<file path="config.mk">
export PLATFORM = sky130hd
export DESIGN_NAME = ldpc_pi_encoder
export DESIGN_NICKNAME = d
export VERILOG_FILES = /design/src/rtl/ldpc_pi_encoder.sv
export SDC_FILE = /design/constraint.sdc
export NUM_CORES = 1
export LEC_CHECK = 0
export CAP_MARGIN = 20
export CORE_AREA = 2 2 251 253
export DETAILED_ROUTE_END_ITERATION = 8
export DIE_AREA = 0 0 253 255
export DONT_BUFFER_PORTS = 1
export GPL_TIMING_DRIVEN = 0
export HOLD_SLACK_MARGIN = 0.15
export PLACE_DENSITY = 0.61
export SYNTH_ARGS = -nofsm -noshare
export SYNTH_HDL_FRONTEND = slang
export SYNTH_SLANG_ARGS = --single-unit
</file>
<file path="constraint.sdc">
create_clock -name clk -period 3 [get_ports clk]
set_clock_uncertainty 0.2 [all_clocks]
set_input_delay 0 -clock clk [delete_from_list [all_inputs] [get_ports clk]]
set_output_delay 0 -clock clk [all_outputs]
set_load 0.01 [all_outputs]
</file>
<file path="src/rtl/ldpc_pi_encoder.sv">
// Systematic LDPC encoder: fetches the PI matrix row by row from the PI ROM server
// and builds codeword {parity, info}, one GF(2) parity bit per streamed row.
module ldpc_pi_encoder #(
  parameter int CodeLen      = 256,
  parameter int CodeLen_bits = 8,
  parameter int ChkLen       = 128,
  parameter int ChkLen_bits  = 7,
  localparam int InfoLen     = CodeLen - ChkLen
) (
  input  logic               clk,
  input  logic               rst,
  input  logic               info_valid,
  output logic               info_ready,
  input  logic [InfoLen-1:0] info_in,
  output logic               encoder_read_PI_matrix,
  input  logic               PI_read_receive,
  input  logic               PI_valid,
  input  logic [CodeLen-1:0] dout_PI,
  output logic               code_valid,
  input  logic               code_ready,
  output logic [CodeLen-1:0] code_out,
  output logic               busy,
  output logic [1:0]         dbg_state_o
);

  // Handshakes: a transfer happens on a rising clk edge where valid and ready are
  // both 1; valid/data hold stable until then. PI_read_receive is a one-cycle ack.
  typedef enum logic [1:0] {IDLE = 2'd0, REQ = 2'd1, COLLECT = 2'd2, OUT = 2'd3} state_t;

  state_t               state_q, state_d;
  logic [InfoLen-1:0]   info_q, info_d;
  logic [ChkLen-1:0]    parity_q, parity_d;
  logic [ChkLen_bits-1:0] row_q, row_d;
  logic                 req_q, req_d;
  logic                 cv_q, cv_d;
  logic [CodeLen-1:0]   code_q, code_d;

  // Upper PI row bits carry no information for this code.
  logic                    unused_pi_hi;
  logic [CodeLen_bits-1:0] unused_len;
  assign unused_pi_hi = ^dout_PI[CodeLen-1:InfoLen];
  assign unused_len   = CodeLen_bits'(CodeLen - 1);

  always_ff @(posedge clk or negedge rst) begin
    if (!rst) begin
      state_q  <= IDLE;
      info_q   <= '0;
      parity_q <= '0;
      row_q    <= '0;
      req_q    <= 1'b0;
      cv_q     <= 1'b0;
      code_q   <= '0;
    end else begin
      state_q  <= state_d;
      info_q   <= info_d;
      parity_q <= parity_d;
      row_q    <= row_d;
      req_q    <= req_d;
      cv_q     <= cv_d;
      code_q   <= code_d;
    end
  end

  always_comb begin
    state_d  = state_q;
    info_d   = info_q;
    parity_d = parity_q;
    row_d    = row_q;
    req_d    = req_q;
    cv_d     = cv_q;
    code_d   = code_q;
    case (state_q)
      IDLE: begin
        if (info_valid) begin
          info_d   = info_in;
          parity_d = '0;
          row_d    = '0;
          req_d    = 1'b1;
          state_d  = REQ;
        end
      end
      REQ: begin
        if (PI_read_receive) begin
          req_d   = 1'b0;
          state_d = COLLECT;
        end
      end
      COLLECT: begin
        // Rows arrive in order; row i yields parity bit i.
        if (PI_valid) begin
          parity_d[row_q] = ^(dout_PI[InfoLen-1:0] & info_q);
          row_d           = row_q + ChkLen_bits'(1);
          if (row_q == ChkLen_bits'(ChkLen - 1)) begin
            cv_d    = 1'b1;
            code_d  = {parity_d, info_q};
            state_d = OUT;
          end
        end
      end
      OUT: begin
        if (code_ready) begin
          cv_d    = 1'b0;
          code_d  = '0;
          state_d = IDLE;
        end
      end
      default: state_d = IDLE;
    endcase
  end

  // rst gates info_ready so it reads 0 while reset is held.
  assign info_ready             = (state_q == IDLE) && rst;
  assign busy                   = (state_q != IDLE);
  assign encoder_read_PI_matrix = req_q;
  assign code_valid             = cv_q;
  assign code_out               = code_q;
  assign dbg_state_o            = state_q;

endmodule

</file>
== Word-level counts from Yosys, hierarchy flattened ==
Index checks and enable logic that the tools add are counted.
Cells by class
  add/sub/neg operators: 1
  multipliers: 0
  div/mod/pow operators: 0
  order comparisons: 2
  equality and inequality tests: 9
  shift-type cells: 0
  multiplexer cells: 26
  bitwise operators: 1
  reduce and logical (&&, ||, !) cells: 13
Operators by type and width (number)
  256-bit two-way mux: 3
  256-bit one-hot mux with 2 select lines: 1
  128-bit two-way mux: 2
  128-bit one-hot mux with 2 select lines: 1
  128-bit bitwise AND: 1
  128-bit bitwise mux: 1
  128-bit parity: 1
  7-bit two-way mux: 2
  7-bit one-hot mux with 2 select lines: 1
  2-bit two-way mux: 5
  2-bit inequality test, second input constant: 5
  7-bit by 8-bit less-than comparator with 1-bit output, second input constant: 1
  2-bit one-hot mux with 4 select lines: 1
  2-bit nonzero test: 4
  7-bit by 1-bit adder with 7-bit output, second input constant: 1
  1-bit demux with 7-bit select: 1
  7-bit == test, second input constant: 1
  7-bit by 1-bit >= comparator with 1-bit output, second input constant: 1
  1-bit two-way mux: 6
  3-bit AND reduction: 2
  5-bit AND reduction: 1
  2-bit == test, second input constant: 2
  1-bit one-hot mux with 2 select lines: 2
  4-bit AND reduction: 1
  4 further kinds: 5
Word-level totals
  register bits after elaboration: 523
  latch bits: 0
  RAM bits: 0
  bits in read-only memories: 0
  input bits: 390
  output and inout port bits: 262
  logic and storage cells: 59
  memories: 0

== Depth between registers and ports, before layout ==
Gate-level depths: netlist of run 1.
  depth in word-level cells: 8
  gate-level depth with buffers: 12
  mapped depth without buffers: 10

== Worst setup path before layout of run 1 ==
Ideal clock, no wire load.
  path kind: flip-flop to flip-flop
  start: register row_q[3]
  end: register code_q[152], in the netlist code_out[152]
  setup time: 0.096 ns
  data arrival time: 2.316 ns
  required time: 2.704 ns
  path slack: 0.388 ns
  stages on the path, launching flop included: 11
  buffers on the path: 4
  clock period less this slack: 2.612 ns
  cells stage by stage: dfrtp_1 -> clkbuf_1 -> nand2_1 -> nor2_1 -> nand4_1 -> a21oi_1 -> o21ai_1 -> clkbuf_1 -> clkbuf_1 -> clkbuf_1 -> o31ai_1
Between the ends
  word-level cells in the longest chain between the ends: 8
  elaborated cells between the ends (all ways): 12
  classes of those cells: order compare: 2; eq/ne: 2; mux: 6; reduce/logical: 2
RTL lines
  from (decl): RTL line 33  | logic [ChkLen_bits-1:0] row_q, row_d;
  from (signal assigned): RTL line 57  | row_q <= row_d;
  7-bit by 8-bit less-than comparator with 1-bit output (not written as such) or 7-bit by 1-bit >= comparator with 1-bit output (tied branches): RTL line 91  | parity_d[row_q] = ^(dout_PI[InfoLen-1:0] & info_q);
  1-bit logical AND (not written as such): RTL line 91
  1-bit two-way mux (not written as such): RTL line 91
  1-bit demux with 7-bit select: RTL line 91
  128-bit bitwise mux: RTL line 91
  256-bit two-way mux: RTL line 93  | if (row_q == ChkLen_bits'(ChkLen - 1)) begin
  256-bit two-way mux: RTL line 90  | if (PI_valid) begin
  256-bit one-hot mux with 2 select lines: RTL line 72  | case (state_q)
  to (signal assigned): RTL line 60  | code_q <= code_d;
  to (decl): RTL line 36  | logic [CodeLen-1:0] code_q, code_d;
Several ways; a longest one is shown, not always the timed one. The select of a mux whose other input is x is not followed.
A chain may end at the register's enable or synchronous reset.

== Final worst setup path of run 1 ==
  start: register info_q[76]
  end: register parity_q[6]
Between the ends
  word-level cells in the longest chain between the ends: 5
RTL lines
  from (decl): RTL line 31  | logic [InfoLen-1:0] info_q, info_d;
  from (signal assigned): RTL line 55  | info_q <= info_d;
  128-bit bitwise AND: RTL line 91
  128-bit parity: RTL line 91
  128-bit bitwise mux: RTL line 91
  128-bit two-way mux: RTL line 90
  128-bit one-hot mux with 2 select lines: RTL line 72
  to (signal assigned): RTL line 56  | parity_q <= parity_d;
  to (decl): RTL line 32  | logic [ChkLen-1:0] parity_q, parity_d;
Every way passes these cells. The select of a mux whose other input is x is not followed.

==> results of run 1 <==
[worst reg2reg max path: stages, from the launching register on]
cell and delay (ps):
dfrtp_1 480, nand2_1 140, xnor2_2 170, xnor2_2 150, xnor2_2 260, xnor2_2 150, xnor2_2 170, xnor2_2 280
xnor2_2 160, buf_6 190, buf_4 140, buf_8 110, buf_12 140, o31ai_4 60, a22o_1 210
[cell families (layout without fill, tap and decap cells)]
kind of cell,Yosys count,after routing,share of synthesized area
buf+inv,215,611,0.0342
simple gates,825,825,0.143
other cells,0,24,0
fa+ha+maj,6,6,0.00306
flops,523,523,0.534
mux,130,130,0.0596
xor+xnor,130,130,0.0467
compound gates,661,661,0.180
[cell type report]
type,count,area [µm²]
timing repair buffer,294,3010
clock inverter,27,374
sequential,523,13100
antenna,24,60.1
multi-input combinational,1752,12200
inverter,6,26.3
fill,5516,29600
tap,799,1000
clock buffer,83,1720
buffer,201,1050
[stage by stage]
step	hold slack [ps]	util	setup WS [ps]	cell area (µm²)	instances
5_1_grt	-1160	0.524	-178	32600	3702
3_3_place_gp	-463	0.411	-1870	25500	3289
3_5_place_dp	-462	0.411	-1530	25500	3291
2_1_floorplan	-496	-	388	24500	2490
6_report	-1120	0.524	-130	32600	3709
4_1_cts	-1130	0.508	-191	31600	3681
[layer usage]
layer	up-vias	track usage
li1	9357	-
met1	10900	0.370
met2	1104	0.522
met3	275	0.110
met4	14	0.136
met5	-	0
[placed cells by master, fill, tap and decap left out, types with 5 or more instances in the layout]
cell,instances
nand4_1,9
nor3_1,9
o31ai_2,29
inv_1,5
dfrtp_1,495
xor2_2,7
clkbuf_16,63
nand2b_1,133
nor2_1,13
clkbuf_2,59
xnor2_2,36
buf_2,17
nand2_1,628
a22o_1,121
dlygate4sd3_1,265
bufinv_16,9
nand2_2,16
diode_2,24
clkbuf_8,12
buf_6,6
o31ai_4,70
a21oi_1,137
xnor2_1,59
buf_12,11
o21ai_0,136
o31ai_1,147
mux2_2,129
buf_4,15
xor2_1,23
clkbuf_1,118
o21ai_1,9
dfrtp_2,28
clkbuf_4,6
clkinv_2,14
[final timing paths]
path,start,to,slack (ps),depth (start not counted)
hold reg to reg,parity_q[70]$_DFFE_PN0P_,parity_q[70]$_DFFE_PN0P_,330,1
max in group asynchronous,rst,info_q[59]$_DFFE_PN0P_,2430,0
hold / removal,rst,code_out[122]$_DFFE_PN0P_,-1120,0
min in group clk,parity_q[70]$_DFFE_PN0P_,parity_q[70]$_DFFE_PN0P_,330,1
setup reg to reg,info_q[76]$_DFFE_PN0P_,parity_q[6]$_DFFE_PN0P_,-130,14
setup / recovery,info_q[76]$_DFFE_PN0P_,parity_q[6]$_DFFE_PN0P_,-130,14
[registers in the layout, indices dropped and copies added, names as in the netlist]
register,flops
code_out,256
code_valid,1
dbg_state_o,2
encoder_read_PI_matrix,1
info_q,128
parity_q,128
row_q,7
[repair_timing]
action                     CTS  global route
gates resized for setup    237           218
buffers inserted            14            10
setup endpoints to repair  500           433
cloned                       7             0
hold endpoints to repair   686           523
pin swaps                   61            68
==> key figures, run 1 <==
Timing
  • Setup TNS Final: -8010 ps
  • Final setup fails: 124
  • Rel. slew slack: 0.0112
  • Slew Viols, Final: 0
  • Worst slew pin tran: 1480 ps
  • Fin. Hold Viols: 523
  • Final WS setup: -130 ps
  • RSZ-0062 raised after global routing: yes
  • WHS: -1120 ps
  • Fmax: 319 MHz
  • Final worst-path cycle share: 1.04
  • Crit path time final: 3130 ps

Routing
  • Antenna-violating nets left: 0
  • Via Count: 21,600
  • Initial DRC count: 1,904
  • Met2 wire len: 49.1 mm
  • Drt total wl: 104 mm
  • Highest Signal Layer: met5
  • 1st-pass router iterations: 5
  • Wl on met1: 38.9 mm
  • Detailed-route wire length per cell: 28.1 µm
  • Via/cell ratio: 5.83
  • Met3 wire len: 10.7 mm
  • DRC viols: 0

Critical path
  • Max stage delay on crit path: 480 ps
  • Crit-path most repeated cell: xnor2_2
  • Number of buffers and inverters on the critical path: 4
  • Req. time, crit path: 3310 ps
  • Setup crit end kind: register
  • Worst-path cell chain: nand2_1 -> xnor2_2 -> xnor2_2 -> xnor2_2 -> xnor2_2 -> xnor2_2 -> xnor2_2 -> xnor2_2 -> buf_6 -> buf_4 -> buf_8 -> buf_12 -> o31ai_4 -> a22o_1
  • WS Path Type: reg2reg
  • Data arrival time of the critical path: 3440 ps
  • Worst Setup Start Kind: register
  • CP max-delay cell: dfrtp_1
  • Crit-path leading delay family: XOR/XNOR gates
  • Critical Path Fanout Max: 6

Place
  • Placed wire-length estimate: 75.3 mm
  • GPL Wtd Cong: 1.01
  • PortBufs: 0

Clock tree
  • CTS root buffer: clkbuf_16
  • CTS tree: yes
  • Worst-Skew Late Latency: 630 ps
  • Hold_buf cts: 265
  • Max Root-Sink Buffers: 3
  • Clock slew at reported path FFs: 70 ps
  • Clock Sinks: 523
  • CTS buffer count: 60
  • H-tree depth reported by CTS: 2

Synthesis
  • Post-synthesis sequential area ratio: 0.534
  • Post-Syn Area per Cell: 9.85 µm²
  • Flops & latches, synth: 523
  • Count leader, synth: nand2_1
  • Post-synthesis net count: 2,886
  • Main synth FF type: dfrtp_1
  • Ys Warns: 0
  • Synth unique cells: 34
  • Post-Synthesis Cells: 2,490
  • Asr flop ratio synth: 1.00
  • Post-synth EDFFs: 0
  • Mapped Area: 24,500 µm²
  • Yosys top cell area share: 0.534
  • Synth area leader: dfrtp_1
  • Most area-consuming cells after synthesis: dfrtp_1 53%, nand2_1 9.9%, o31ai_1 7.5%
  • Post-synth top cells: 646 x nand2_1, 523 x dfrtp_1, 246 x o31ai_1

Die
  • I/O pins: 652
  • Die width: 253 µm
  • Starting density of the core: 0.395
  • Total Die Area: 64,500 µm²
  • Row count: 92
  • Core area: 62,200 µm²
  • Die Y: 255 µm

Outcome
  • Outcome: finished, violations left
  • Failing checks: negative hold slack, negative setup slack

GRT
  • Gr usage total: 0.315
  • Number of global-route vias before repair: 21,800
  • Largest net degree at the start of global routing: 525
  • Initial antenna violation count: 27
  • GR Overflow Total: 0
  • First-pass GRT wire length: 148 mm

Layout
  • Nets: 3,234
  • Fraction of layout instances using a drive strength above 1: 0.191
  • Area grow syn2layout: 32.8%

Run
  • Max cap viols: 0

Worst hold path
  • Hold WC Path Type: in2async
Power of run 1 is left out: the tool's default activity adds up to more than one toggle a clock period on the data nets, which glitch-free logic cannot reach.
==> run 2: changes to the inputs <==
Settings changed: CTS_CLUSTER_DIAMETER set to 200, PLACE_DENSITY 0.61 to 0.58.
==> key figures, run 2 (synthesis gave the netlist of run 1 again) <==
Outcome
  • Outcome: finished, violations left
  • Failing checks: negative hold slack, negative setup slack

GRT
  • GR Overflow Total: 0
  • First-pass GRT wire length: 143 mm
  • Number of global-route vias before repair: 21,000
  • Initial antenna violation count: 18
  • Gr usage total: 0.304
  • Largest net degree at the start of global routing: 525

Layout
  • Most common cell after layout, fill and taps aside: nand2_1
  • Largest register FFs: 256
  • Area grow syn2layout: 27.9%
  • Fin util: 0.505
  • Non-Filler Instances: 3,696
  • Nets: 3,230
  • Fraction of layout instances using a drive strength above 1: 0.153
  • FILL cells: 5,675
  • Most frequent cells in the layout: 634 x nand2_1, 499 x dfrtp_1, 265 x dlygate4sd3_1

Clock tree
  • H-tree depth reported by CTS: 2
  • CTS buffer count: 60
  • Clock slew at reported path FFs: 70 ps
  • Max Root-Sink Buffers: 3
  • Hold_buf cts: 266
  • CTS root buffer: clkbuf_16
  • Worst-Skew Late Latency: 640 ps
  • Clock Sinks: 523
  • CTS tree: yes

Place
  • PortBufs: 0
  • Dpl cells: 3,291
  • Pre-CTS WS: -1930 ps
  • Placed wire-length estimate: 72.0 mm
  • GPL Wtd Cong: 0.982

Routing
  • 1st-pass router iterations: 7
  • Drt total wl: 101 mm
  • Via Count: 21,100
  • Via/cell ratio: 5.70
  • Highest Signal Layer: met5
  • DRC viols: 0
  • Met3 wire len: 9.51 mm
  • Detailed-route wire length per cell: 27.2 µm
  • Met2 wire len: 46.4 mm
  • Wl on met1: 40.1 mm
  • Antenna-violating nets left: 0
  • Initial DRC count: 1,843

Critical path
  • Req. time, crit path: 3370 ps
  • Data arrival time of the critical path: 3510 ps
  • Worst Setup Start Kind: register
  • Worst-path cell chain: nand2_1 -> xnor2_2 -> xnor2_1 -> xnor2_1 -> xnor2_1 -> xnor2_1 -> xnor2_2 -> xnor2_4 -> buf_12 -> buf_8 -> buf_4 -> o31ai_1 -> a22o_1
  • Critical Path Fanout Max: 10
  • Crit-path most repeated cell: xnor2_1
  • CP max-delay cell: dfrtp_2
  • Max stage delay on crit path: 490 ps
  • Setup crit end kind: register
  • WS Path Type: reg2reg

Die
  • Die Y: 255 µm
  • I/O pins: 652
  • Die width: 253 µm
  • Total Die Area: 64,500 µm²
  • Starting density of the core: 0.395
  • Core area: 62,200 µm²
  • Row count: 92

Timing
  • RSZ-0062 raised after global routing: yes
  • WHS: -1120 ps
  • Final WS setup: -139 ps
  • Worst slew pin tran: 1310 ps
  • Final worst-path cycle share: 1.05
  • Final setup fails: 122
  • Crit path time final: 3140 ps
  • Fmax: 319 MHz
  • Fin. Hold Viols: 523
  • Slew Viols, Final: 0
  • Rel. slew slack: 0.125

Worst hold path
  • Hold WC Path Type: in2async

Run
  • Max cap viols: 0
==> run 2: cell types whose count changed in the layout (fill, tap and decap cells not counted), sizes merged, moves of 2 or more <==
cell | previous run | this run
buf | 55 | 50
bufinv | 9 | 7
clkbuf | 258 | 261
clkdlybuf4s15 | 0 | 2
clkinv | 14 | 9
diode | 24 | 15
==> run 2: worst max-delay path, delay by kind of cell, from the launching register on <==
| kind | cells | cell delay, ps |
|---|---|---|
| XOR/XNOR | 7 | 1330 |
| flip-flops | 1 | 490 |
| AO/OA/AOI/OAI | 2 | 450 |
| AND/OR/NAND/NOR | 1 | 130 |
| buffers and inverters | 3 | 470 |
==> run 2: cell type report <==
class | instances | area [µm²] | share of cell area
flip-flops and latches | 523 | 13100 | 0.418
multi-input cells | 1752 | 11300 | 0.359
repair buffers | 288 | 2900 | 0.0923
clock buffers | 88 | 1740 | 0.0554
well taps | 799 | 1000 | 0.0319
plain buffers | 203 | 990 | 0.0315
clock inverters | 22 | 312 | 0.00993
diodes | 15 | 37.5 | 0.00120
inverters | 6 | 26.3 | 0.000837
==> run 2: per-stage QoR <==
step                      TNS [ps]  instance area [µm²]  hold slack [ps]
after global routing        -19690                31400            -1150
after floorplan                  0                24500             -496
after global placement     -554870                25500             -460
final                        -7960                31400            -1120
after CTS                   -11260                30700            -1130
after detailed placement   -520740                25500             -457
==> run 2: per-layer routing <==
metal / vias up / track usage
met3: 213 / 0.0958
met2: 928 / 0.478
met5: - / 0
li1: 9352 / -
met1: 10600 / 0.385
met4: 10 / 0.134
==> run 2: final timing paths <==
path,from,end,slack [ps],cells after the start
worst min register to register,parity_q[29]$_DFFE_PN0P_,parity_q[29]$_DFFE_PN0P_,330,1
min in group clk,info_valid,info_q[116]$_DFFE_PN0P_,330,4
worst max-delay path,info_q[92]$_DFFE_PN0P_,parity_q[60]$_DFFE_PN0P_,-140,13
worst min-delay path,rst,code_out[29]$_DFFE_PN0P_,-1120,0
worst max register to register,info_q[92]$_DFFE_PN0P_,parity_q[60]$_DFFE_PN0P_,-140,13
max in group asynchronous,rst,info_q[87]$_DFFE_PN0P_,2610,0
==> run 2: timing repair <==
item | in CTS | in global routing
endpoints found under the setup margin | 498 | 397
setup buffers | 8 | 10
resized for setup | 135 | 117
pin swaps | 19 | 40
gates cloned | 1 | 1
endpoints found under the hold margin | 697 | 523
Power of run 2 is left out for the same reason.
